File: src/rtl/fb_writer_4p.sv
// fb_writer_4p: write-side companion for a 4-pixel-per-clock framebuffer BRAM.
// Coalesces single-pixel draw requests into aligned 4-pixel groups and issues
// masked 4-pixel writes. Off-screen pixels are discarded with a dropped pulse.
// Optional feature macro: FBW_CLEAR_EN adds the clear/clear_colr ports and a
// whole-buffer fill at 4 pixels per clock.
module fb_writer_4p #(
  parameter int CORDW     = 16,
  parameter int FB_WIDTH  = 160,
  parameter int FB_HEIGHT = 120,
  parameter int FB_DATAW  = 1,
  parameter int FB_ADDRW  = $clog2(FB_WIDTH*FB_HEIGHT)
) (
  input  logic                    clk_pix,
  input  logic                    rst_pix,
  input  logic                    s_valid,
  output logic                    s_ready,
  input  logic signed [CORDW-1:0] s_x,
  input  logic signed [CORDW-1:0] s_y,
  input  logic [FB_DATAW-1:0]     s_colr,
  input  logic                    flush,
`ifdef FBW_CLEAR_EN
  input  logic                    clear,
  input  logic [FB_DATAW-1:0]     clear_colr,
`endif
  output logic                    busy,
  output logic                    dropped,
  output logic                    fb_we,
  output logic [FB_ADDRW-1:0]     fb_addr,
  output logic [3:0]              fb_mask,
  output logic [4*FB_DATAW-1:0]   fb_data
);

`ifdef FBW_CLEAR_EN
  typedef enum logic [1:0] {IDLE, OPEN, CLEAR} state_t;
  localparam logic [FB_ADDRW-1:0] LAST_ADDR = FB_ADDRW'(FB_WIDTH*FB_HEIGHT - 4);
`else
  typedef enum logic [0:0] {IDLE, OPEN} state_t;
`endif

  localparam logic signed [CORDW-1:0] X_LIM   = CORDW'(FB_WIDTH);
  localparam logic signed [CORDW-1:0] Y_LIM   = CORDW'(FB_HEIGHT);
  localparam logic [FB_ADDRW-1:0]     WIDTH_A = FB_ADDRW'(FB_WIDTH);

  state_t                state;
  logic                  flush_pending;
  logic [FB_ADDRW-1:0]   grp_addr;
  logic [3:0]            grp_mask;
  logic [4*FB_DATAW-1:0] grp_data;
`ifdef FBW_CLEAR_EN
  logic [FB_ADDRW-1:0]   clr_addr;
  logic [FB_DATAW-1:0]   clr_colr;
`endif

  logic                  in_bounds;
  logic                  accept;
  logic                  take;
  logic                  same_grp;
  logic                  in_clear;
  logic [1:0]            lane;
  logic [FB_ADDRW-1:0]   pix_addr;
  logic [FB_ADDRW-1:0]   pix_grp;
  logic [3:0]            new_mask;
  logic [4*FB_DATAW-1:0] new_data;

`ifdef FBW_CLEAR_EN
  assign in_clear = (state == CLEAR);
`else
  assign in_clear = 1'b0;
`endif

  // Handshake and status: no backpressure other than a pending flush or a fill.
  assign s_ready = !rst_pix && !in_clear && !flush_pending;
  assign busy    = (state != IDLE) || flush_pending || fb_we;
  assign accept  = s_valid && s_ready;

  // Sign bit checked explicitly so the bounds test never turns unsigned.
  assign in_bounds = !s_x[CORDW-1] && (s_x < X_LIM) && !s_y[CORDW-1] && (s_y < Y_LIM);
  assign take      = accept && in_bounds;
  assign pix_addr  = $unsigned(FB_ADDRW'(s_y)) * WIDTH_A + $unsigned(FB_ADDRW'(s_x));
  assign pix_grp   = {pix_addr[FB_ADDRW-1:2], 2'b00};
  assign lane      = s_x[1:0];
  assign same_grp  = (state == OPEN) && (grp_addr == pix_grp);

  // Group contents after the incoming pixel: merge into the open group or start fresh.
  always_comb begin
    // NOTE: every signal gets a default before the conditional update, so no latch is inferred.
    new_mask = same_grp ? grp_mask : 4'b0000;
    new_data = same_grp ? grp_data : '0;
    new_mask[lane] = 1'b1;
    new_data[lane*FB_DATAW +: FB_DATAW] = s_colr;
  end

  // Group buffer, flush handling, fill sequencing and the registered BRAM port.
  always_ff @(posedge clk_pix or posedge rst_pix) begin
    if (rst_pix) begin
      state         <= IDLE;
      flush_pending <= 1'b0;
      grp_addr      <= '0;
      grp_mask      <= '0;
      grp_data      <= '0;
      fb_we         <= 1'b0;
      fb_addr       <= '0;
      fb_mask       <= '0;
      fb_data       <= '0;
      dropped       <= 1'b0;
`ifdef FBW_CLEAR_EN
      clr_addr      <= '0;
      clr_colr      <= '0;
`endif
    end else begin
      // NOTE: non-blocking assignments so every register updates from pre-edge values.
      fb_we   <= 1'b0;
      dropped <= accept && !in_bounds;
`ifdef FBW_CLEAR_EN
      if (state == CLEAR) begin
        fb_we    <= 1'b1;
        fb_addr  <= clr_addr;
        fb_mask  <= 4'b1111;
        fb_data  <= {4{clr_colr}};
        clr_addr <= clr_addr + FB_ADDRW'(4);
        if (clr_addr == LAST_ADDR) state <= IDLE;
      end else if (clear) begin
        state         <= CLEAR;
        flush_pending <= 1'b0;
        clr_addr      <= '0;
        clr_colr      <= clear_colr;
      end else
`endif
      if (flush_pending) begin
        if (state == OPEN) begin
          fb_we   <= 1'b1;
          fb_addr <= grp_addr;
          fb_mask <= grp_mask;
          fb_data <= grp_data;
        end
        state         <= IDLE;
        flush_pending <= 1'b0;
      end else if (take) begin
        if ((state == OPEN) && !same_grp) begin
          fb_we   <= 1'b1;
          fb_addr <= grp_addr;
          fb_mask <= grp_mask;
          fb_data <= grp_data;
        end
        grp_addr      <= pix_grp;
        grp_mask      <= new_mask;
        grp_data      <= new_data;
        state         <= OPEN;
        flush_pending <= flush;
      end else if (flush && (state == OPEN)) begin
        fb_we   <= 1'b1;
        fb_addr <= grp_addr;
        fb_mask <= grp_mask;
        fb_data <= grp_data;
        state   <= IDLE;
      end
    end
  end

endmodule
File: config.mk
export PLATFORM = sky130hd
export DESIGN_NAME = fb_writer_4p
export DESIGN_NICKNAME = d
export VERILOG_FILES = /design/src/rtl/fb_writer_4p.sv
export SDC_FILE = /design/constraint.sdc
export NUM_CORES = 1
export LEC_CHECK = 0
export CAP_MARGIN = 20
export CORE_MARGIN = 2
export CORE_UTILIZATION = 47
export CTS_CLUSTER_DIAMETER = 80
export DETAILED_ROUTE_END_ITERATION = 8
export PLACE_DENSITY_LB_ADDON = 0.08
export SYNTH_ARGS = -nofsm -noshare
export SYNTH_HDL_FRONTEND = slang
export SYNTH_SLANG_ARGS = --single-unit
File: constraint.sdc
create_clock -name clk_pix -period 2.15 [get_ports clk_pix]
set_input_delay 0.43 -clock clk_pix [delete_from_list [all_inputs] [get_ports clk_pix]]
set_output_delay 0.43 -clock clk_pix [all_outputs]
set_load 0.02 [all_outputs]
# Word level (Yosys, flattened, before mapping)
# Cells that the tools add are included.
# Widths: inputs -> output; s select.
dict set report word_totals {
  regBits 48
}
dict set report op_classes {
  shifts 2
  n_mul 1
  n_bitwise 2
  addsub 2
  eq_ne 3
  n_mux 30
  n_reduce_logical 22
  magnitude_cmp 4
}
# cell count
set ops {}
lappend ops {{$mux 15} 5}
lappend ops {{$mux 4} 12}
lappend ops {{$neg 2->34} 1}
lappend ops {{$shift 1x34->4 const A} 1}
lappend ops {{$shiftx 1x34->4} 1}
lappend ops {{$lt 16x8->1 const B} 1}
lappend ops {{$lt 16x9->1 const B} 1}
lappend ops {{$add 15x15->15} 1}
lappend ops {{$mul 15x3->10 const B} 1}
lappend ops {{$eq 13x13->1} 1}
lappend ops {{$logic_and 1x1->1} 11}
lappend ops {{$mux 1} 11}
lappend ops {{$logic_not 1->1} 6}
lappend ops {{$bwmux 4} 1}
lappend ops {{$or 4x4->4} 1}
lappend ops {{$lt 2x3->1 const B} 1}
lappend ops {{$ne 3x2->1 const B} 1}
lappend ops {{$reduce_and 3->1} 1}
lappend ops {{$reduce_bool 3->1} 1}
lappend ops {{$demux 1 s2} 1}
lappend ops {{$ge 2x1->1 const B} 1}
lappend ops {{$logic_or 1x1->1} 2}
lappend ops {{$ne 2x2->1 const B} 1}
lappend ops {{$reduce_and 2->1} 1}
lappend ops {{$not 1->1} 1}

# Depth between registers and ports, before layout
# Gate-level depths: netlist of the first run.
dict set report logic_depth {
  depth_word 9
  depth_mapped 16
  ltp_nobuf 15
}

# Worst setup path before layout of the first run
# Ideal clock, no wire load.
dict set report synth_path {
  kind {input-to-reg}
  from {in s_y[1]}
  to {reg fb_addr[14]}
  setup_slack_ns -1.546
  stages 13
  n_path_buf 2
  setup_ns 0.125
  arrival_ns 3.571
  t_required_ns 2.025
  cell_sequence {ha_1 -> ha_1 -> fa_1 -> xor2_1 -> ha_1 -> buf_2 -> a21boi_1 -> o21a_1 -> or3_1 -> a211oi_2 -> a31o_4 -> buf_12 -> mux2_4}
}
dict set report synth_between {
  elab_chain_len 8
}
# element line
set synth_rtl {}
lappend synth_rtl {{from (decl)} 18} ;# input logic signed [CORDW-1:0] s_y,
lappend synth_rtl {{$mul 15x3->10} 79} ;# assign pix_addr = $unsigned(FB_ADDRW'(s_y)) * WIDTH_A + $unsigned(FB_ADDRW'(s_x));
lappend synth_rtl {{$add 15x15->15} 79}
lappend synth_rtl {{$eq 13x13->1} 82} ;# assign same_grp = (state == OPEN) && (grp_addr == pix_grp);
lappend synth_rtl {{$logic_and 1x1->1} 82}
lappend synth_rtl {{$logic_not 1->1} 139} ;# if ((state == OPEN) && !same_grp) begin
lappend synth_rtl {{$logic_and 1x1->1} 139}
lappend synth_rtl {{$ne 3x2->1 (no line)} -}
lappend synth_rtl {{$reduce_and 3->1 (no line)} -}
lappend synth_rtl {{to (signal assigned)} 132} ;# fb_addr <= grp_addr;
lappend synth_rtl {{to (signal assigned)} 141} ;# fb_addr <= grp_addr;
lappend synth_rtl {{to (signal assigned)} 152} ;# fb_addr <= grp_addr;
lappend synth_rtl {{to (decl)} 28} ;# output logic [FB_ADDRW-1:0] fb_addr,
# Parallel ways exist; a longest one is shown, timed or not.
# A chain may end at the register's enable or synchronous reset.

# Worst setup path in the final report of the first run
dict set report layout_path {
  from {in s_y[3]}
  to {reg fb_addr[8]}
}
# The elaborated chain is that of the path after synthesis.

==> metrics.md, run 1 <==
| Metric | Value |
|---|---|
| Site Rows | 29 |
| DP HPWL | 5760 microns |
| H-tree depth | 2 |
| Clock Pin Slew Worst Setup and Hold Paths | 0.08 ns |
| Pin count of the biggest net entering global routing | 47 |
| CP Max Fanout | 5 |
| N_diodes | 0 |
| Synth warn | 0 |
| Worst EP required | 2.33 ns |
| Vias per cell | 5.35 |
| WS Path Type | in2reg |
| Pwr/cell area | 524 mW/mm^2 |
| Grt ovf | 0 |
| First-pass GRT wire length | 13000 microns |
| CP Data Arrival Time | 3.68 ns |
| Critical Path Start Type | primary input |
| Number of DRC markers in iteration 0 | 127 |
| DRC Markers | 4 |
| # hold bufs at CTS | 0 |
| Placed Cells | 501 |
| Area of the multi-input gates | 0.00227 sq mm |
| Setup violators final | 35 |
| VDD IR max | 0.331 mV |
| Layout Skew | 0.00632 ns |
| Fin. max-slew vios | 0 |
| Hold WS | 0.500 ns |
| Initial antenna violation count | 0 |
| Core area | 0.00642 sq mm |
| Placed cell area | 0.00438 sq mm |
| Drt wl/cell | 15.6 microns |
| Static Leak | 0.00230 uW |
| Seq/Total Area, Yosys | 36.6% |
| CTS tree | yes |
| Worst hold path class | reg2reg |
| Final Hold Viols | 0 |
| Worst-skew pair later-pin latency | 0.29 ns |
| Port Buffers | 61 |
| Final cell count without fillers | 515 |
| Critical Path End Type | register |
| RSZ-0062 raised after global routing | yes |
| Routed vias | 2756 |
| Routed wire length | 8010 microns |
| Register Area | 0.00115 sq mm |
| Crit path time final | 3.49 ns |
| Syn Area/Cell | 10.1 sq um |
| Filler instances | 441 |
| Placer Congestion | 0.872 |
| DIE AREA | 0.00736 sq mm |
| Ports | 64 |
| Gr usage total | 22.1% |
| Die width | 85.8 microns |
| Area delta synth->final | 55.2% |
| Share of cells above drive strength 1 | 37.0% |
| Dominant synthesized flop cell | dfrtp_1 |
| Vias in the first global route | 2871 |
| Number of CTS-inserted buffers | 5 |
| Max Cap Violations | 0 |
| Final WS setup | -1.34 ns |
| Status | complete, but fails checks |
| Clk root buf | clkbuf_8 |
| Post-DRT Antenna Nets | 0 |
| Post-Syn Area | 0.00315 sq mm |
| FMAX | 286 MHz |
| FF-to-FF setup slack | -0.23 ns |
| Post-synth ARST share | 100% |
| NumNets Final | 506 |
| 1st-pass router iterations | 8 |
| Vert. Die Dim | 85.8 microns |
| CTS Buffer Depth | 2 |
| Starting Density | 49.0% |
| Post-synth EDFFs | 0 |
| Yosys reg bits | 46 |
| Synth Instances | 310 |
| # clock sinks | 46 |
| Failing checks | DRC, setup timing |
| Final worst path period share | 163% |
| Final instance area | 0.00488 sq mm |
| Synth cell types | 47 |
-- placed cells by master, fill, tap and decap left out, types with 7 or more instances in the layout --
cell / netlist / layout
clkdlybuf4s50_1: 0 / 51
o21ai_2: 0 / 8
nand2_1: 43 / 41
xnor2_1: 18 / 14
mux2_4: 20 / 22
inv_1: 10 / 8
nor3_1: 9 / 7
dfrtp_1: 46 / 46
buf_6: 1 / 14
buf_4: 3 / 57
nor2_1: 17 / 13
ha_1: 29 / 14
a21oi_1: 16 / 13
ha_4: 0 / 15
-- routing by layer --
metal  global-route usage (%)  vias up  share of wire (%)
met5                        0        -                  0
met4                     7.36        0                2.0
met3                     2.50       17                3.1
met2                     40.2       74                 53
met1                     27.1     1312                 42
li1                         -     1353                  -
-- sequential cells by signal, summed over array words and instances (netlist names), 4 cells and up --
name,count
fb_mask,4
grp_data,4
grp_mask,4
fb_addr,13
grp_addr,13
fb_data,4
-- Yosys cell counts, drive strengths merged, types with 2 or more instances --
| master | instances | area (sq um) |
|---|---|---|
| a211oi | 5 | 42.5 |
| a21o | 5 | 37.5 |
| a21oi | 17 | 88.8 |
| a31o | 2 | 35.0 |
| a31oi | 2 | 12.5 |
| buf | 9 | 88.8 |
| clkbuf | 4 | 15.0 |
| dfrtp | 46 | 1150 |
| fa | 2 | 40.0 |
| ha | 29 | 363 |
| inv | 10 | 37.5 |
| mux2 | 22 | 323 |
| mux2i | 2 | 20.0 |
| nand2 | 43 | 161 |
| nand2b | 5 | 31.3 |
| nand3 | 4 | 20.0 |
| nand4 | 3 | 18.8 |
| nand4b | 3 | 26.3 |
| nor2 | 17 | 63.8 |
| nor3 | 9 | 45.0 |
| nor3b | 2 | 15.0 |
| nor4 | 4 | 25.0 |
| o2111ai | 2 | 17.5 |
| o21a | 3 | 22.5 |
| o21ai | 18 | 90.1 |
| o21bai | 3 | 22.5 |
| o31ai | 2 | 15.0 |
| or3 | 2 | 12.5 |
| xnor2 | 19 | 174 |
| xor2 | 6 | 52.6 |
-- worst paths after layout --
path                         startpoint           to  cells after the start
max                              s_y[3]   fb_addr[8]                     14
min                         grp_mask[1]   fb_mask[1]                      1
max reg2reg                grp_addr[11]   fb_addr[8]                      9
min reg2reg                 grp_mask[1]   fb_mask[1]                      1
max in group asynchronous       rst_pix  fb_addr[14]                      4
min in group asynchronous       rst_pix  grp_data[0]                      4
-- layout make-up --
class,count,area share (%)
repair buffers,133,25.6
flip-flops and latches,46,23.6
well taps,77,1.97
clock buffers,5,1.41
inverters,10,0.769
clock inverters,2,0.205
multi-input cells,242,46.5
-- per-stage QoR --
step           setup WS, ns  TNS [ns]  power, uW  util (%)
3_5_place_dp          -2.17    -70.05       1860      68.2
6_report              -1.34    -38.47       2560      76.0
5_1_grt               -1.51    -43.84       2690      76.0
2_1_floorplan         -1.36    -38.54       1520         -
4_1_cts               -1.31    -37.35       2480      73.6
3_3_place_gp          -2.14    -68.92       1840      68.2
-- worst max-delay path, stage by stage --
cell and delay [ns]:
buf_8 0.10, ha_4 0.23, ha_4 0.16, fa_2 0.39, a211oi_2 0.31, o21a_1 0.20, ha_4 0.21, buf_6 0.13
xor2_1 0.15, or3_1 0.37, a211oi_2 0.25, a31o_4 0.27, buf_6 0.16, mux2_4 0.30
-- cells by family (layout without fill, tap and decap cells) --
kind of cell | after synthesis | after routing | share of synthesized area, %
adders and majority gates | 31 | 31 | 12.8
xor gates and xnor gates | 25 | 25 | 7.20
and+or+nand+nor | 97 | 97 | 14.6
muxes | 24 | 24 | 10.9
other | 1 | 2 | 0.119
AOI/OAI and AO/OA | 63 | 63 | 13.3
DFF | 46 | 46 | 36.6
buffers and inverters | 23 | 150 | 4.49
-- power breakdown --
part	switching [uW]	total, uW	internal (uW)
combinational	579	1210	629
clock	266	484	218
sequential	0.214	865	865
total	845	2560	1710
-- what timing repair did --
| action | CTS | global route |
|---|---|---|
| pin swaps | 26 | 36 |
| gates cloned | 1 | 0 |
| gates resized for setup | 68 | 38 |
| setup buffers | 6 | 5 |
| setup endpoints to repair | 38 | 45 |
No activity file was read; power rests on OpenSTA's default activity.
==> run 2: changes to the inputs <==
- SETUP_SLACK_MARGIN: unset -> 0.4
==> metrics.md, run 2 (synthesized netlist as in run 1, its figures left out) <==
| Metric | Value |
|---|---|
| Status | complete, but fails checks |
| Failing checks | DRC, setup timing |
| Routed wire length | 9300 microns (+16%) |
| Final cell count without fillers | 535 (+3.9%) |
| VDD IR max | 0.320 mV (-3.3%) |
| Share of cells above drive strength 1 | 47.2% (+10 points) |
| Grt ovf | 0 (unchanged) |
| Crit path time final | 3.62 ns (+0.123 ns) |
| Pwr/cell area | 535 mW/mm^2 (+2.2%) |
| Ports | 64 (unchanged) |
| Vias per cell | 5.56 (+3.9%) |
| Vert. Die Dim | 85.8 microns (unchanged) |
| N_diodes | 0 (unchanged) |
| Port Buffers | 61 (unchanged) |
| Total Power | 2820 uW (+10%) |
| First-pass GRT wire length | 14100 microns (+8.2%) |
| Worst EP required | 2.35 ns (+0.02 ns) |
| Area delta synth->final | 67.2% |
| DRC Markers | 2 (-2) |
| CP Max Fanout | 6 (+1) |
| Post-DRT Antenna Nets | 0 (unchanged) |
| Register Area | 0.00115 sq mm (+0.11%) |
| Initial antenna violation count | 0 (unchanged) |
| CTS Buffer Depth | 2 (unchanged) |
| Critical Path End Type | register |
| Fin. max-slew vios | 0 (unchanged) |
| Final instance area | 0.00526 sq mm (+7.7%) |
| Final WS setup | -1.47 ns (-0.123 ns) |
| Filler instances | 354 (-20%) |
| RSZ-0062 raised after global routing | yes |
| Number of DRC markers in iteration 0 | 211 (+66%) |
| Die width | 85.8 microns (unchanged) |
| Pin count of the biggest net entering global routing | 47 (unchanged) |
| Setup violators final | 34 (-2.9%) |
| Placer Congestion | 0.853 (-2.1%) |
| Starting Density | 49.0% (unchanged) |
| NumNets Final | 525 (+3.8%) |
| Worst hold path class | in2async |
| Most common cell after layout, fill and taps aside | buf_4 |
| Vias in the first global route | 3059 (+6.5%) |
| Site Rows | 29 (unchanged) |
| Gr usage total | 24.3% (+2.2 points) |
| Placed cell area | 0.00437 sq mm (-0.23%) |
| DIE AREA | 0.00736 sq mm (unchanged) |
| H-tree depth | 2 (unchanged) |
| Layout Skew | 0.0116 ns (+0.00526 ns) |
| Most frequent cells in the layout | buf_4, dfrtp_1, nand2_1 |
| Drt wl/cell | 17.4 microns (+12%) |
| Slowest cell on the critical path | fa_2 |
| # clock sinks | 46 (unchanged) |
| Final Hold Viols | 0 (unchanged) |
| Placed Cells | 497 (-0.80%) |
| DP HPWL | 5630 microns (-2.2%) |
| WS Path Type | in2reg |
| Max Cap Violations | 0 (unchanged) |
| FMAX | 276 MHz (-3.4%) |
| Routed vias | 2976 (+8.0%) |
| Number of CTS-inserted buffers | 5 (unchanged) |
| CTS tree | yes |
| Clk root buf | clkbuf_8 |
| Static Leak | 0.00264 uW (+15%) |
| Core area | 0.00642 sq mm (unchanged) |
| Top flop regs | fb_addr: 13 flops, grp_addr: 13 flops |
| # hold bufs at CTS | 0 (unchanged) |
| Final worst path period share | 168% (+5.7 points) |
| Area of the multi-input gates | 0.00239 sq mm (+5.2%) |
| 1st-pass router iterations | 7 (-1) |
| Worst path cell trace | buf_8, ha_4, buf_6, fa_2, a21oi_2, o21ai_1, o21a_1, ha_4, o21a_1, nor2_1, a31oi_2, xnor2_1, o2111ai_2, a211oi_2, a31o_4, buf_12, buf_12, mux2_4 |
| Critical Path Start Type | primary input |
| Clock Pin Slew Worst Setup and Hold Paths | 0.09 ns (about the same) |
| Largest stage delay on the critical path | 0.44 ns (+0.05 ns) |
| Worst-skew pair later-pin latency | 0.31 ns (+0.02 ns) |
| CP Data Arrival Time | 3.82 ns (+0.14 ns) |
==> run 2: changes by cell type in the layout (fill, tap and decap cells not counted), moves of 3 or more <==
| cell | delta |
|---|---|
| nand2_1 | -7 |
| nor2_4 | +3 |
| buf_6 | +8 |
| nand2_2 | +5 |
| clkdlybuf4s50_1 | -26 |
| buf_4 | +8 |
| clkbuf_2 | +8 |
| dlymetal6s2s_1 | +10 |
| buf_12 | +4 |
==> run 2: area by class of cell <==
| class | instances | share of cell area (%) |
|---|---|---|
| clock buffers | 5 | 1.31 |
| repair buffers | 152 | 28.0 |
| well taps | 77 | 1.83 |
| clock inverters | 3 | 0.833 |
| flip-flops and latches | 46 | 21.9 |
| multi-input cells | 242 | 45.4 |
| inverters | 10 | 0.714 |
==> run 2: metrics by stage <==
stage | hold slack (ns) | util (%) | setup WS (ns) | setup TNS (ns)
final | 0.362 | 81.9 | -1.47 | -43.14
after global routing | 0.410 | 81.9 | -1.57 | -46.45
after CTS | 0.515 | 78.7 | -1.29 | -37.66
after detailed placement | 0.494 | 68.1 | -2.17 | -70.89
after global placement | 0.488 | 68.1 | -2.12 | -68.94
after floorplan | 0.481 | - | -1.36 | -38.53
==> run 2: worst paths after layout <==
kind | start | end | slack [ns] | depth (start not counted)
max reg2reg | grp_addr[11] | fb_addr[14] | -0.41 | 10
max in group asynchronous | rst_pix | fb_addr[11] | 1.56 | 4
min | rst_pix | dropped | 0.36 | 4
min in group clk_pix | fb_data[3] | fb_data[3] | 0.51 | 1
min reg2reg | fb_data[3] | fb_data[3] | 0.51 | 1
max | s_y[4] | fb_addr[14] | -1.47 | 18
==> run 2: layer usage <==
layer / global-route usage [%] / vias up / share of wire (%)
li1: - / 1384 / -
met1: 27.1 / 1485 / 40
met2: 46.8 / 89 / 54
met3: 3.56 / 18 / 3.8
met4: 7.79 / 0 / 2.2
met5: 0 / - / 0
==> run 2: power breakdown <==
part	switching (uW)	total [uW]	leakage [uW]	internal, uW
registers	0.375	866	0.000619	865
clock network	312	660	0.0000585	349
logic	621	1290	0.00196	669
==> run 2: repair_timing <==
action                                  4_1_cts  5_1_grt
endpoints found under the hold margin         0        0
gates cloned                                  2        0
buffers inserted                             24        4
endpoints found under the setup margin       47       53
resized for setup                           118       84
pin swaps                                    44       23
==> run 2: critical path, delay by kind of cell <==
family                     cells  cell delay (ns)
buffers and inverters          4             0.47
adders and majority gates      3             0.97
AOI/OAI and AO/OA              8             1.40
muxes                          1             0.30
and+or+nand+nor                1             0.06
xor gates and xnor gates       1             0.17
==> run 3: changes to the inputs <==
- CAP_MARGIN: 20 -> unset
==> results of run 3 <==
Final layout, timing and power as in run 2 (identical DEF).
